--- config.mk ---
export PLATFORM = sky130hd
export DESIGN_NAME = recv_unit
export DESIGN_NICKNAME = d
export VERILOG_FILES = /design/src/rtl/pu_pkg.sv /design/src/rtl/recv_fifo.sv /design/src/rtl/recv_unit.sv
export SDC_FILE = /design/constraint.sdc
export NUM_CORES = 1
export LEC_CHECK = 0
export BUFFER_PORTS_ARGS = -buffer_cell sky130_fd_sc_hd__buf_2
export CELL_PAD_IN_SITES_DETAIL_PLACEMENT = 1
export CELL_PAD_IN_SITES_GLOBAL_PLACEMENT = 1
export CORE_MARGIN = 2
export CORE_UTILIZATION = 45
export CTS_BUF_LIST = sky130_fd_sc_hd__clkbuf_8
export DETAILED_ROUTE_END_ITERATION = 10
export GPL_ROUTABILITY_DRIVEN = 0
export PLACE_DENSITY_LB_ADDON = 0.1
export SLEW_MARGIN = 20
export SYNTH_ARGS = -nofsm -noshare
export SYNTH_HDL_FRONTEND = slang
export SYNTH_SLANG_ARGS = --single-unit
--- constraint.sdc ---
create_clock -name clk -period 2.5 [get_ports clk]
set_input_delay 0.5 -clock clk [delete_from_list [all_inputs] [get_ports clk]]
set_output_delay 0.5 -clock clk [all_outputs]
set_load 0.01 [all_outputs]
--- src/rtl/pu_pkg.sv ---
// Shared types and header field positions for the receive unit.
package pu_pkg;

  typedef enum logic [1:0] {
    IDLE  = 2'd0,
    DATA  = 2'd1,
    DRAIN = 2'd2,
    DONE  = 2'd3
  } recv_state_t;

  localparam int HDR_SIZE_MSB = 15;
  localparam int HDR_SIZE_LSB = 8;
  localparam int HDR_BASE_MSB = 7;
  localparam int HDR_BASE_LSB = 0;

endpackage

--- src/rtl/recv_fifo.sv ---
// Small synchronous FIFO buffering payload words between sender and data memory.
module recv_fifo #(
  parameter int DW    = 16,
  parameter int DEPTH = 4
) (
  input  logic          clk,
  input  logic          rst,
  input  logic          push,
  input  logic          pop,
  input  logic [DW-1:0] din,
  output logic          full,
  output logic          empty,
  output logic [DW-1:0] head
);

  localparam int PW = $clog2(DEPTH);

  logic [DW-1:0] mem_q [DEPTH];
  logic [PW-1:0] wr_ptr_q, wr_ptr_d;
  logic [PW-1:0] rd_ptr_q, rd_ptr_d;
  logic [PW:0]   cnt_q, cnt_d;
  logic          do_push, do_pop;

  assign full    = (cnt_q == (PW+1)'(DEPTH));
  assign empty   = (cnt_q == '0);
  assign head    = mem_q[rd_ptr_q];
  assign do_push = push & ~full;
  assign do_pop  = pop & ~empty;

  always_comb begin
    wr_ptr_d = wr_ptr_q;
    rd_ptr_d = rd_ptr_q;
    cnt_d    = cnt_q;
    if (do_push) wr_ptr_d = wr_ptr_q + 1'b1;
    if (do_pop)  rd_ptr_d = rd_ptr_q + 1'b1;
    case ({do_push, do_pop})
      2'b10:   cnt_d = cnt_q + 1'b1;
      2'b01:   cnt_d = cnt_q - 1'b1;
      default: cnt_d = cnt_q;
    endcase
  end

  always_ff @(posedge clk or posedge rst) begin
    if (rst) begin
      wr_ptr_q <= '0;
      rd_ptr_q <= '0;
      cnt_q    <= '0;
    end else begin
      wr_ptr_q <= wr_ptr_d;
      rd_ptr_q <= rd_ptr_d;
      cnt_q    <= cnt_d;
    end
  end

  // Storage needs no reset: occupancy gates every read.
  always_ff @(posedge clk) begin
    if (do_push) mem_q[wr_ptr_q] <= din;
  end

endmodule

--- src/rtl/recv_unit.sv ---
// Receives a SEND transfer (header + payload) and writes it into data memory.
// Optional RECV_BOUNDS_EN adds DM_TOP address bounding with a sticky err flag.
module recv_unit
  import pu_pkg::*;
#(
  parameter int DW    = 16,
  parameter int AW    = 8,
  parameter int DEPTH = 4
`ifdef RECV_BOUNDS_EN
  , parameter int DM_TOP = (1 << AW) - 1
`endif
) (
  input  logic          clk,
  input  logic          rst,
  input  logic          in_valid,
  output logic          in_ready,
  input  logic [DW-1:0] in_data,
  input  logic          dm_gnt,
  output logic          dm_we,
  output logic [AW-1:0] dm_addr,
  output logic [DW-1:0] dm_wd,
  output logic          busy,
  output logic          done,
  output logic          err
);

  recv_state_t   state_q, state_d;
  logic [7:0]    rem_q, rem_d;
  logic [AW-1:0] wptr_q, wptr_d;
  logic          ready_c;
  logic          push, pop;
  logic          fifo_full, fifo_empty;
  logic [DW-1:0] fifo_head;
  logic [7:0]    hdr_size;
  logic [AW-1:0] hdr_base;
  logic          addr_ok;

  assign hdr_size = in_data[HDR_SIZE_MSB:HDR_SIZE_LSB];
  assign hdr_base = AW'(in_data[HDR_BASE_MSB:HDR_BASE_LSB]);
  assign pop      = ~fifo_empty & dm_gnt;

  recv_fifo #(.DW(DW), .DEPTH(DEPTH)) u_fifo (
    .clk   (clk),
    .rst   (rst),
    .push  (push),
    .pop   (pop),
    .din   (in_data),
    .full  (fifo_full),
    .empty (fifo_empty),
    .head  (fifo_head)
  );

  always_comb begin
    state_d = state_q;
    rem_d   = rem_q;
    wptr_d  = wptr_q;
    ready_c = 1'b0;
    push    = 1'b0;
    busy    = 1'b0;
    done    = 1'b0;
    if (pop) wptr_d = wptr_q + 1'b1;
    case (state_q)
      IDLE: begin
        ready_c = 1'b1;
        if (in_valid) begin
          wptr_d  = hdr_base;
          rem_d   = hdr_size;
          state_d = (hdr_size == 8'd0) ? DONE : DATA;
        end
      end
      DATA: begin
        busy    = 1'b1;
        ready_c = ~fifo_full;
        if (in_valid && !fifo_full) begin
          push  = 1'b1;
          rem_d = rem_q - 8'd1;
          if (rem_q == 8'd1) state_d = DRAIN;
        end
      end
      DRAIN: begin
        busy = ~fifo_empty;
        if (fifo_empty) state_d = DONE;
      end
      DONE: begin
        done    = 1'b1;
        state_d = IDLE;
      end
      default: state_d = IDLE;
    endcase
  end

  // Handshake is blocked while reset is held even though the state already reads IDLE.
  assign in_ready = ready_c & ~rst;
  assign dm_addr  = wptr_q;
  assign dm_wd    = fifo_empty ? '0 : fifo_head;
  assign dm_we    = pop & addr_ok;

  always_ff @(posedge clk or posedge rst) begin
    if (rst) begin
      state_q <= IDLE;
      rem_q   <= '0;
      wptr_q  <= '0;
    end else begin
      state_q <= state_d;
      rem_q   <= rem_d;
      wptr_q  <= wptr_d;
    end
  end

`ifdef RECV_BOUNDS_EN
  localparam logic [AW-1:0] DM_TOP_A = AW'(DM_TOP);

  logic err_q, err_d;

  // Out-of-range words are still popped so the transfer drains normally.
  assign addr_ok = (wptr_q <= DM_TOP_A);
  assign err     = err_q;

  always_comb begin
    err_d = err_q;
    if (pop && !addr_ok) err_d = 1'b1;
  end

  always_ff @(posedge clk or posedge rst) begin
    if (rst) err_q <= 1'b0;
    else     err_q <= err_d;
  end
`else
  assign addr_ok = 1'b1;
  assign err     = 1'b0;
`endif

endmodule

==> summary.md, run 1 <==
- CTS tree: done
- number of inserted filler cells in the final layout: 915
- sequential element share of the synthesized area: 63.5%
- count of endpoints failing hold in the final timing report: 0
- Setup Crit Path Kind: reg -> out
- clock net sink count: 89
- per-instance average area after synthesis: 14.7 um^2
- 1st-iter DRT viols: 78
- crit path launch type: flop
- peak ir drop on the vdd network: 0.000490 V
- normalized max-slew margin: 61.8%
- remaining global-route overflow: 0
- number of pins exceeding their max-slew limit in the final report: 0
- measured slew at the worst slew-check pin: 0.571 ns
- Crit Path Max Fanout: 10
- Area Growth Syn to Fin: 14.9%
- classification of the worst-slack hold path: in -> async
- number of warning messages in the yosys log: 0
- placed wire-length estimate: 5800 um
- portion of the clock cycle consumed by the worst path in the final layout: 91.0%
- worst-case clock skew: 0.00936 ns
- number of flops mapped to enable cells by yosys: 64
- number of port buffers: 47
- final setup vio count: 0
- number of rows created at floorplan: 34
- post-synthesis instance area: 0.00401 mm^2
- Chip Width: 98.4 um
- clock-pin transition on the worst setup and hold timing paths: 0.09 ns
- Die Area: 0.00968 mm^2
- deepest clock path buffer count: 2
- number of cells produced by synthesis: 272
- die height: 98.4 um
- routed wire length: 8330 um
- RSZ-0062 raised after global routing: no
- arrival time at the worst endpoint: 1.77 ns
- initial core utilization: 46.2%
- floorplan core area: 0.00868 mm^2
- async set or reset register ratio after synthesis: 28.1%
- Non-Filler Instances: 442
- clock latency at the later pin of the worst-skew pair: 0.35 ns
- Routed Antenna Nets: 0
- postcts setup bufs: 0
- total of flip-flops plus latches after synthesis: 89
- Remaining DRCs: 0
- number of top-level pins: 49
- maximum achievable frequency: 0.440 GHz
- Top FF cell, synth: sky130_fd_sc_hd__edfxtp_1
- setup_tns: 0 ns
- antenna diode instance count: 0
- post-synth net total: 305
- share of cells above drive strength 1: 28.4%
- Max Cap Viol: 0
- length of the first detailed-routing pass in iterations: 4
- outcome: finished clean
- Leakage: 1.77 nW
- WL/cell: 18.9 um
- initial antenna violation count: 0
- category of the worst setup path capture point: output port
- number of clock buffers inserted by TritonCTS: 9
- depth of the CTS H-tree: 3
- vias after detailed routing: 2380
- Pwr per Cell Area: 1180 mW/mm^2
- number of cells in the design after placement: 426
- root cell of the clock tree: sky130_fd_sc_hd__clkbuf_8
- number of buffers added to fix hold violations after cts: 0
- Avg Vias per Cell: 5.38
- library cells used by synthesis: 45
- Nets: 362
- number of global-route vias before repair: 2609
- Design Power: 5.42 mW
- post-cts gate resize count: 0
- global-route usage over all layers: 18.9%
- post-route worst hold slack: 0.214 ns
- min cycle time layout: 2.27 ns
- wire length of the first global-routing pass: 13900 um
- required time at the worst-slack endpoint: 2.00 ns
- pin count of the biggest net entering global routing: 26
[cells by family (layout without fill, tap and decap cells)]
family          Yosys count  after routing  share of synthesized area, %
fa+ha+maj                13             13                          4.24
compound gates           33             33                          5.81
flops                    89             89                          63.5
mux                      21             21                          10.4
other cells               1              1                        0.0935
xor+xnor                 13             13                          2.84
buf+inv                  26             88                          2.62
simple gates             76             76                          10.5
[flip-flops by register name, summed over array words and instances, names as in the netlist]
signal and count:
dm_addr 8, rem_q 8, state_q 2, u_fifo.cnt_q 3, u_fifo.mem_q 64, u_fifo.rd_ptr_q 2
u_fifo.wr_ptr_q 2
[cell usage in the layout, fill, tap and decap left out, drive strengths merged, types with 2 or more instances in the layout]
cell / Yosys / routed
edfxtp: 64 / 64
buf: 4 / 59
nor3b: 2 / 2
nand3b: 2 / 2
mux2: 2 / 2
nor4: 3 / 3
or3: 2 / 2
and2: 4 / 4
a21o: 2 / 2
xor2: 8 / 8
clkbuf: 9 / 9
o21ai: 6 / 6
nor2: 19 / 19
ha: 12 / 12
mux2i: 3 / 3
and3: 3 / 3
dfrtp: 25 / 25
nand3: 3 / 3
clkinv: 0 / 2
xnor2: 5 / 5
nand2: 11 / 11
clkinvlp: 0 / 2
mux4: 16 / 16
nand4: 3 / 3
o22a: 5 / 5
a21oi: 12 / 12
inv: 13 / 15
a31oi: 2 / 2
nor2b: 18 / 18
[power by group]
| part | switching, mW | internal [mW] | total, mW | leakage, nW |
|---|---|---|---|---|
| Combinational | 1.22 | 1.08 | 2.30 | 0.808 |
| Sequential | 0.257 | 1.92 | 2.18 | 0.867 |
| Clock | 0.490 | 0.453 | 0.944 | 0.0955 |
| Total | 1.96 | 3.45 | 5.42 | 1.77 |
[layer usage]
metal	up-vias	share of wire, %	track usage, %
met5	-	0	0
met4	0	1.7	7.48
met3	10	3.5	3.65
met2	49	50	31.1
met1	1206	45	25.0
li1	1115	-	-
[per-stage QoR]
| stage | cell area [um^2] | setup WS (ns) | util (%) |
|---|---|---|---|
| 2_1_floorplan | 4010 | 0.336 | - |
| 3_3_place_gp | 4420 | 0.453 | 50.9 |
| 3_5_place_dp | 4420 | 0.322 | 50.9 |
| 4_1_cts | 4610 | 0.169 | 53.1 |
| 5_1_grt | 4610 | 0.119 | 53.1 |
| 6_report | 4610 | 0.226 | 53.1 |
[layout make-up]
| class | instances | area, um^2 | area share, % |
|---|---|---|---|
| Clock inverter | 7 | 65.1 | 1.41 |
| Timing Repair Buffer | 59 | 325 | 7.06 |
| Sequential cell | 89 | 2550 | 55.3 |
| Clock buffer | 9 | 124 | 2.69 |
| Multi-Input combinational cell | 157 | 1360 | 29.5 |
| Tap cell | 108 | 135 | 2.93 |
| Inverter | 13 | 48.8 | 1.06 |
[path summary, 6_finish.rpt]
| check | from | cells past startpoint | slack [ns] | end |
|---|---|---|---|---|
| setup / recovery | u_fifo.rd_ptr_q[0] | 4 | 0.23 | dm_wd[15] |
| hold / removal | rst | 3 | 0.21 | dm_addr[0] |
| setup reg to reg | u_fifo.cnt_q[0] | 10 | 0.34 | u_fifo.cnt_q[2] |
| hold reg to reg | rem_q[5] | 1 | 0.56 | rem_q[5] |
| max in group asynchronous | rst | 3 | 2.02 | u_fifo.rd_ptr_q[1] |
| min in group clk | in_data[1] | 1 | 0.40 | u_fifo.mem_q[0][1] |
[synth_stat cells (2+ instances only)]
cell type,number,area [um^2]
sky130_fd_sc_hd__o21ai_0,6,30.0
sky130_fd_sc_hd__nand4_1,3,18.8
sky130_fd_sc_hd__o22a_1,4,35.0
sky130_fd_sc_hd__and2_1,4,25.0
sky130_fd_sc_hd__buf_2,3,15.0
sky130_fd_sc_hd__nor2_1,19,71.3
sky130_fd_sc_hd__a21oi_1,12,60.1
sky130_fd_sc_hd__dfrtp_1,25,626
sky130_fd_sc_hd__or3_1,2,12.5
sky130_fd_sc_hd__xor2_1,8,70.1
sky130_fd_sc_hd__nor3b_1,2,15.0
sky130_fd_sc_hd__a31oi_1,2,12.5
sky130_fd_sc_hd__nor2b_1,18,113
sky130_fd_sc_hd__and3_1,3,18.8
sky130_fd_sc_hd__a21o_1,2,15.0
sky130_fd_sc_hd__nor4_1,3,18.8
sky130_fd_sc_hd__nand2_1,11,41.3
sky130_fd_sc_hd__mux2i_1,3,30.0
sky130_fd_sc_hd__edfxtp_1,64,1920
sky130_fd_sc_hd__xnor2_1,5,43.8
sky130_fd_sc_hd__mux4_2,16,360
sky130_fd_sc_hd__nand3_1,3,15.0
sky130_fd_sc_hd__inv_1,13,48.8
sky130_fd_sc_hd__clkbuf_1,9,33.8
sky130_fd_sc_hd__ha_1,12,150
[worst max-delay path, cell delays in order, from the launching register on]
cell,delay [ns]
sky130_fd_sc_hd__dfrtp_1,0.36
sky130_fd_sc_hd__buf_4,0.23
sky130_fd_sc_hd__mux4_2,0.53
sky130_fd_sc_hd__nor2b_1,0.15
sky130_fd_sc_hd__buf_2,0.14
Power figures use the tool's default switching activity.
==> run 2: changes to the inputs <==
CAP_MARGIN = 15   (was default)
MAX_ROUTING_LAYER = met4   (was default)
RECOVER_POWER = 100   (was default)
==> run 2 against run 1 <==
The run now ends with max-capacitance violations, max-slew violations left. Routed wire length about the same. Core utilization decreased by 1.1 points. Maximum frequency increased by 0.42%. Sequential share of layout area increased by 1.1 points. First-iteration DRC count decreased by 5.1%. Final area decreased by 2.0%. Global-route usage increased by 0.60 points. Flip-flop and latch count unchanged. Clock power about the same. Worst hold slack improved by 0.25 ns. Setup slack improved by 0.0094 ns. Critical path type unchanged. Critical endpoint unchanged. Largest cell class unchanged. Largest power group unchanged.
==> summary.md, run 2 (same netlist as run 1, synthesis figures left out) <==
- outcome: finished with violations
- violations in the final reports: max-capacitance violations, max-slew violations
- relative contribution of sequential cells to total power: 40.9%
- internal power: 3.36 mW
- switching part of the total power: 36.8%
- CTS tree: done
- slowest cell on the critical path: sky130_fd_sc_hd__mux4_2
- remaining global-route overflow: 0
- peak ir drop on the vdd network: 0.000489 V
- clock network power share: 17.8%
- Design Power: 5.31 mW
- Routed Antenna Nets: 0
- most used cells in the layout excluding fill and tap cells: sky130_fd_sc_hd__edfxtp_1, sky130_fd_sc_hd__clkbuf_1, sky130_fd_sc_hd__dfrtp_1, sky130_fd_sc_hd__nor2_1, sky130_fd_sc_hd__nor2b_1
- clock-pin transition on the worst setup and hold timing paths: 0.09 ns
- number of buffers and inverters on the critical path: 2
- measured slew at the worst slew-check pin: 1.54 ns
- Crit Path Max Fanout: 10
- Chip Width: 98.4 um
- Setup Crit Path Kind: reg -> out
- largest stage delay on the critical path: 0.53 ns
- combinational share of power: 41.4%
- register containing the most flip-flops in the final layout: u_fifo.mem_q
- number of port buffers: 47
- normalized max-slew margin: -2.56%
- Nets: 362
- clock latency at the later pin of the worst-skew pair: 0.35 ns
- setup_tns: 0 ns
- placed wire-length estimate: 5800 um
- Largest register FFs: 64
- WL/cell: 18.8 um
- most common cell after layout, fill and taps aside: sky130_fd_sc_hd__edfxtp_1
- routed metal-1 wirelength: 3760 um
- crit path launch type: flop
- topmost layer with routed signal wires: met4
- final setup vio count: 0
- switching power summed over all nets: 1.96 mW
- required time at the worst-slack endpoint: 2.00 ns
- global-route usage over all layers: 19.5%
- crit-path cells: buf_4 -> mux4_2 -> nor2b_1 -> clkbuf_1
- initial core utilization: 46.2%
- Remaining DRCs: 0
- deepest clock path buffer count: 2
- antenna diode instance count: 0
- floorplan core area: 0.00868 mm^2
- min cycle time layout: 2.26 ns
- wire length of the first global-routing pass: 13900 um
- arrival time at the worst endpoint: 1.76 ns
- postcts setup bufs: 0
- root cell of the clock tree: sky130_fd_sc_hd__clkbuf_8
- die height: 98.4 um
- Leakage: 1.63 nW
- kind of cell with the highest combined delay on the critical path: multiplexers
- portion of the clock cycle consumed by the worst path in the final layout: 90.6%
- number of clock buffers inserted by TritonCTS: 9
- clock net sink count: 89
- post-route design area: 0.00451 mm^2
- Routed met3 length: 274 um
- number of buffers added to fix hold violations after cts: 0
- length of the first detailed-routing pass in iterations: 5
- pin count of the biggest net entering global routing: 26
- number of top-level pins: 49
- Post-DP Area: 0.00442 mm^2
- WL met2: 4150 um
- Area Growth Syn to Fin: 12.6%
- category of the worst setup path capture point: output port
- Max Cap Viol: 1
- share of cells above drive strength 1: 14.7%
- Die Area: 0.00968 mm^2
- classification of the worst-slack hold path: in -> reg
- post-cts gate resize count: 0
- Pwr per Cell Area: 1180 mW/mm^2
- worst-case clock skew: 0.00996 ns
- depth of the CTS H-tree: 3
- initial antenna violation count: 0
- count of endpoints failing hold in the final timing report: 0
- number of cells in the design after placement: 426
- 1st-iter DRT viols: 74
- Avg Vias per Cell: 5.38
- number of global-route vias before repair: 2607
- RSZ-0062 raised after global routing: no
- vias after detailed routing: 2379
- maximum achievable frequency: 0.442 GHz
- number of rows created at floorplan: 34
- routed wire length: 8330 um
- number of pins exceeding their max-slew limit in the final report: 26
- Non-Filler Instances: 442
run 2: changes by cell type in the layout (fill, tap and decap cells not counted), sizes merged:
cell | before | now
buf | 59 | 11
clkbuf | 9 | 57
run 2: routing by layer:
| layer | GRT usage, % | vias to the layer above |
|---|---|---|
| met5 | - | - |
| met1 | 25.2 | 1207 |
| met4 | 7.48 | 0 |
| met2 | 31.1 | 46 |
| li1 | - | 1115 |
| met3 | 3.51 | 11 |
run 2: final timing paths:
check                           cells after the start                  to  slack (ns)                from
max in group asynchronous                           3  u_fifo.rd_ptr_q[1]        0.93                 rst
worst min register to register                      1            rem_q[5]        0.55            rem_q[5]
worst max-delay path                                4           dm_wd[15]        0.24  u_fifo.rd_ptr_q[0]
worst max register to register                     10     u_fifo.cnt_q[2]        0.33     u_fifo.cnt_q[0]
worst min-delay path                                1  u_fifo.mem_q[0][1]        0.46          in_data[1]
min in group asynchronous                           3          state_q[0]        0.68                 rst
run 2: final cells by class:
type | instances | area (um^2)
inverters | 13 | 48.8
fillers | 926 | 4160
multi-input cells | 157 | 1340
flip-flops and latches | 89 | 2550
clock inverters | 7 | 65.1
clock buffers | 9 | 124
well taps | 108 | 135
repair buffers | 59 | 255
run 2: worst register-to-register path, cell delays in order (launching register included):
cell	delay [ns]
sky130_fd_sc_hd__dfrtp_1	0.44
sky130_fd_sc_hd__inv_1	0.12
sky130_fd_sc_hd__nand3_1	0.12
sky130_fd_sc_hd__and3_1	0.28
sky130_fd_sc_hd__inv_1	0.09
sky130_fd_sc_hd__ha_1	0.19
sky130_fd_sc_hd__inv_1	0.06
sky130_fd_sc_hd__fa_1	0.38
sky130_fd_sc_hd__xor2_1	0.16
sky130_fd_sc_hd__nor2_1	0.12
sky130_fd_sc_hd__xor2_1	0.14
run 2: power by group through the flow:
stage               clock, mW  combinational, mW  sequential [mW]
finish                  0.944               2.20             2.17
global route             1.03               2.47             2.22
CTS                     0.977               2.35             2.18
detailed placement          0               2.34             2.21
global placement            0               2.30             2.18
floorplan                   0               1.59             2.16
run 2: metrics by stage:
stage                     hold WS (ns)  util, %  setup WS (ns)
after floorplan                  0.486        -          0.336
after global placement           0.523     50.9          0.453
after detailed placement         0.542     50.9          0.322
after CTS                        0.209     53.1          0.169
after global routing             0.453     52.0          0.110
final                            0.462     52.0          0.235
==> run 3: changes to the inputs <==
CTS_CLUSTER_DIAMETER = 200   (was default)
PLACE_DENSITY = 0.73   (was default)
PLACE_DENSITY_LB_ADDON = default   (was 0.1)
==> run 3 against run 2 <==
The flow now finishes without violations. Worst hold slack worse by 0.014 ns. Sequential power about the same. Cell count unchanged. Combinational power about the same. Count of clock-buffer cells in the layout stayed put. Largest cell class unchanged. Highest routed layer unchanged.
==> summary.md, run 3 (same netlist as run 1, synthesis figures left out) <==
- routed wire length: 8400 um
- deepest clock path buffer count: 2
- measured slew at the worst slew-check pin: 1.48 ns
- number of rows created at floorplan: 34
- Remaining DRCs: 0
- Leakage: 1.64 nW
- reg2reg setup slack: 0.35 ns
- arrival time at the worst endpoint: 1.82 ns
- clock network power share: 18.6%
- origin of the worst min-delay path: in_data[0]
- antenna diode instance count: 0
- Pwr per Cell Area: 1190 mW/mm^2
- root cell of the clock tree: sky130_fd_sc_hd__clkbuf_8
- share of cells above drive strength 1: 15.9%
- largest stage delay on the critical path: 0.54 ns
- number of global-route vias before repair: 2640
- number of clock buffers inserted by TritonCTS: 9
- switching power summed over all nets: 2.00 mW
- clock net sink count: 89
- number of buffers added to fix hold violations after cts: 0
- outcome: finished clean
- Avg Vias per Cell: 5.40
- Non-Filler Instances: 442
- Chip Width: 98.4 um
- Routed Antenna Nets: 0
- length of the first detailed-routing pass in iterations: 4
- topmost layer with routed signal wires: met4
- min cycle time layout: 2.32 ns
- category of the worst setup path capture point: output port
- worst reg2reg endpoint: u_fifo.cnt_q[2]
- number of cells in the design after placement: 426
- worst-case clock skew: 0.00747 ns
- CTS tree: done
- global-route usage over all layers: 19.1%
- number of port buffers: 47
- number of buffers and inverters on the critical path: 2
- slowest cell on the critical path: sky130_fd_sc_hd__mux4_2
- floorplan core area: 0.00868 mm^2
- initial core utilization: 46.2%
- count of endpoints failing hold in the final timing report: 0
- WL met2: 4420 um
- internal power: 3.38 mW
- Hold Path Cell Cnt: 1
- vias after detailed routing: 2389
- post-route design area: 0.00453 mm^2
- Crit Path Max Fanout: 13
- crit-path cells: buf_4 -> mux4_2 -> nor2b_1 -> clkbuf_2
- worst reg2reg path startpoint: u_fifo.cnt_q[0]
- number of pins exceeding their max-slew limit in the final report: 0
- pin count of the biggest net entering global routing: 26
- normalized max-slew margin: 1.54%
- switching part of the total power: 37.2%
- most used cells in the layout excluding fill and tap cells: sky130_fd_sc_hd__edfxtp_1, sky130_fd_sc_hd__clkbuf_1, sky130_fd_sc_hd__dfrtp_1, sky130_fd_sc_hd__nor2_1, sky130_fd_sc_hd__nor2b_1
- most common cell after layout, fill and taps aside: sky130_fd_sc_hd__edfxtp_1
- post-cts gate resize count: 0
- portion of the clock cycle consumed by the worst path in the final layout: 92.8%
- classification of the worst-slack hold path: in -> reg
- relative contribution of sequential cells to total power: 40.6%
- kind of cell with the highest combined delay on the critical path: multiplexers
- WL/cell: 19.0 um
- initial antenna violation count: 0
- 1st-iter DRT viols: 70
- depth of the CTS H-tree: 3
- clock-pin transition on the worst setup and hold timing paths: 0.09 ns
- remaining global-route overflow: 0
- Post-DP Area: 0.00442 mm^2
- Max Cap Viol: 0
- postcts setup bufs: 0
- worst min-delay path endpoint: u_fifo.mem_q[0][0]
- clock latency at the later pin of the worst-skew pair: 0.35 ns
- register containing the most flip-flops in the final layout: u_fifo.mem_q
- Nets: 362
- cell count of the worst reg-to-reg path: 10
- Largest register FFs: 64
- wire length of the first global-routing pass: 13700 um
- Routed met3 length: 251 um
- die height: 98.4 um
- number of top-level pins: 49
- placed wire-length estimate: 5690 um
- routed metal-1 wirelength: 3620 um
- crit path launch type: flop
- final setup vio count: 0
- setup_tns: 0 ns
- Area Growth Syn to Fin: 13.0%
- combinational share of power: 40.8%
- RSZ-0062 raised after global routing: no
- Die Area: 0.00968 mm^2
- required time at the worst-slack endpoint: 2.00 ns
- maximum achievable frequency: 0.431 GHz
- peak ir drop on the vdd network: 0.000617 V
- Setup Crit Path Kind: reg -> out
- Design Power: 5.38 mW
-- run 3: layout make-up --
type	instances	area, um^2
well taps	108	135
multi-input cells	157	1340
fillers	907	4150
clock inverters	7	78.8
flip-flops and latches	89	2550
clock buffers	9	124
inverters	13	48.8
repair buffers	59	255
-- run 3: power by group through the flow --
stage / registers, mW / logic [mW] / clock network (mW)
floorplan: 2.16 / 1.59 / 0
global placement: 2.18 / 2.24 / 0
detailed placement: 2.21 / 2.32 / 0
CTS: 2.18 / 2.35 / 1.03
global route: 2.22 / 2.47 / 1.09
finish: 2.18 / 2.19 / 1.00
-- run 3: how the worst max path moves through the flow --
stage / cells after the start / endpoint / startpoint
global placement: 10 / u_fifo.cnt_q[2] / u_fifo.cnt_q[0]
global route: 4 / dm_wd[9] / u_fifo.rd_ptr_q[0]
detailed placement: 10 / u_fifo.cnt_q[2] / u_fifo.cnt_q[0]
finish: 4 / dm_wd[10] / u_fifo.rd_ptr_q[0]
CTS: 4 / dm_wd[10] / u_fifo.rd_ptr_q[0]
floorplan: 12 / u_fifo.cnt_q[2] / state_q[1]
-- run 3: stage by stage --
step | hold slack [ns] | setup WS [ns] | util (%)
2_1_floorplan | 0.486 | 0.336 | -
3_3_place_gp | 0.515 | 0.450 | 50.9
3_5_place_dp | 0.529 | 0.368 | 50.9
4_1_cts | 0.231 | 0.131 | 53.2
5_1_grt | 0.444 | 0.0409 | 52.2
6_report | 0.448 | 0.181 | 52.2
-- run 3: per-layer routing --
layer,up-vias,GRT usage [%]
li1,1119,-
met1,1219,23.8
met2,41,32.4
met3,10,3.51
met4,0,5.16
met5,-,-
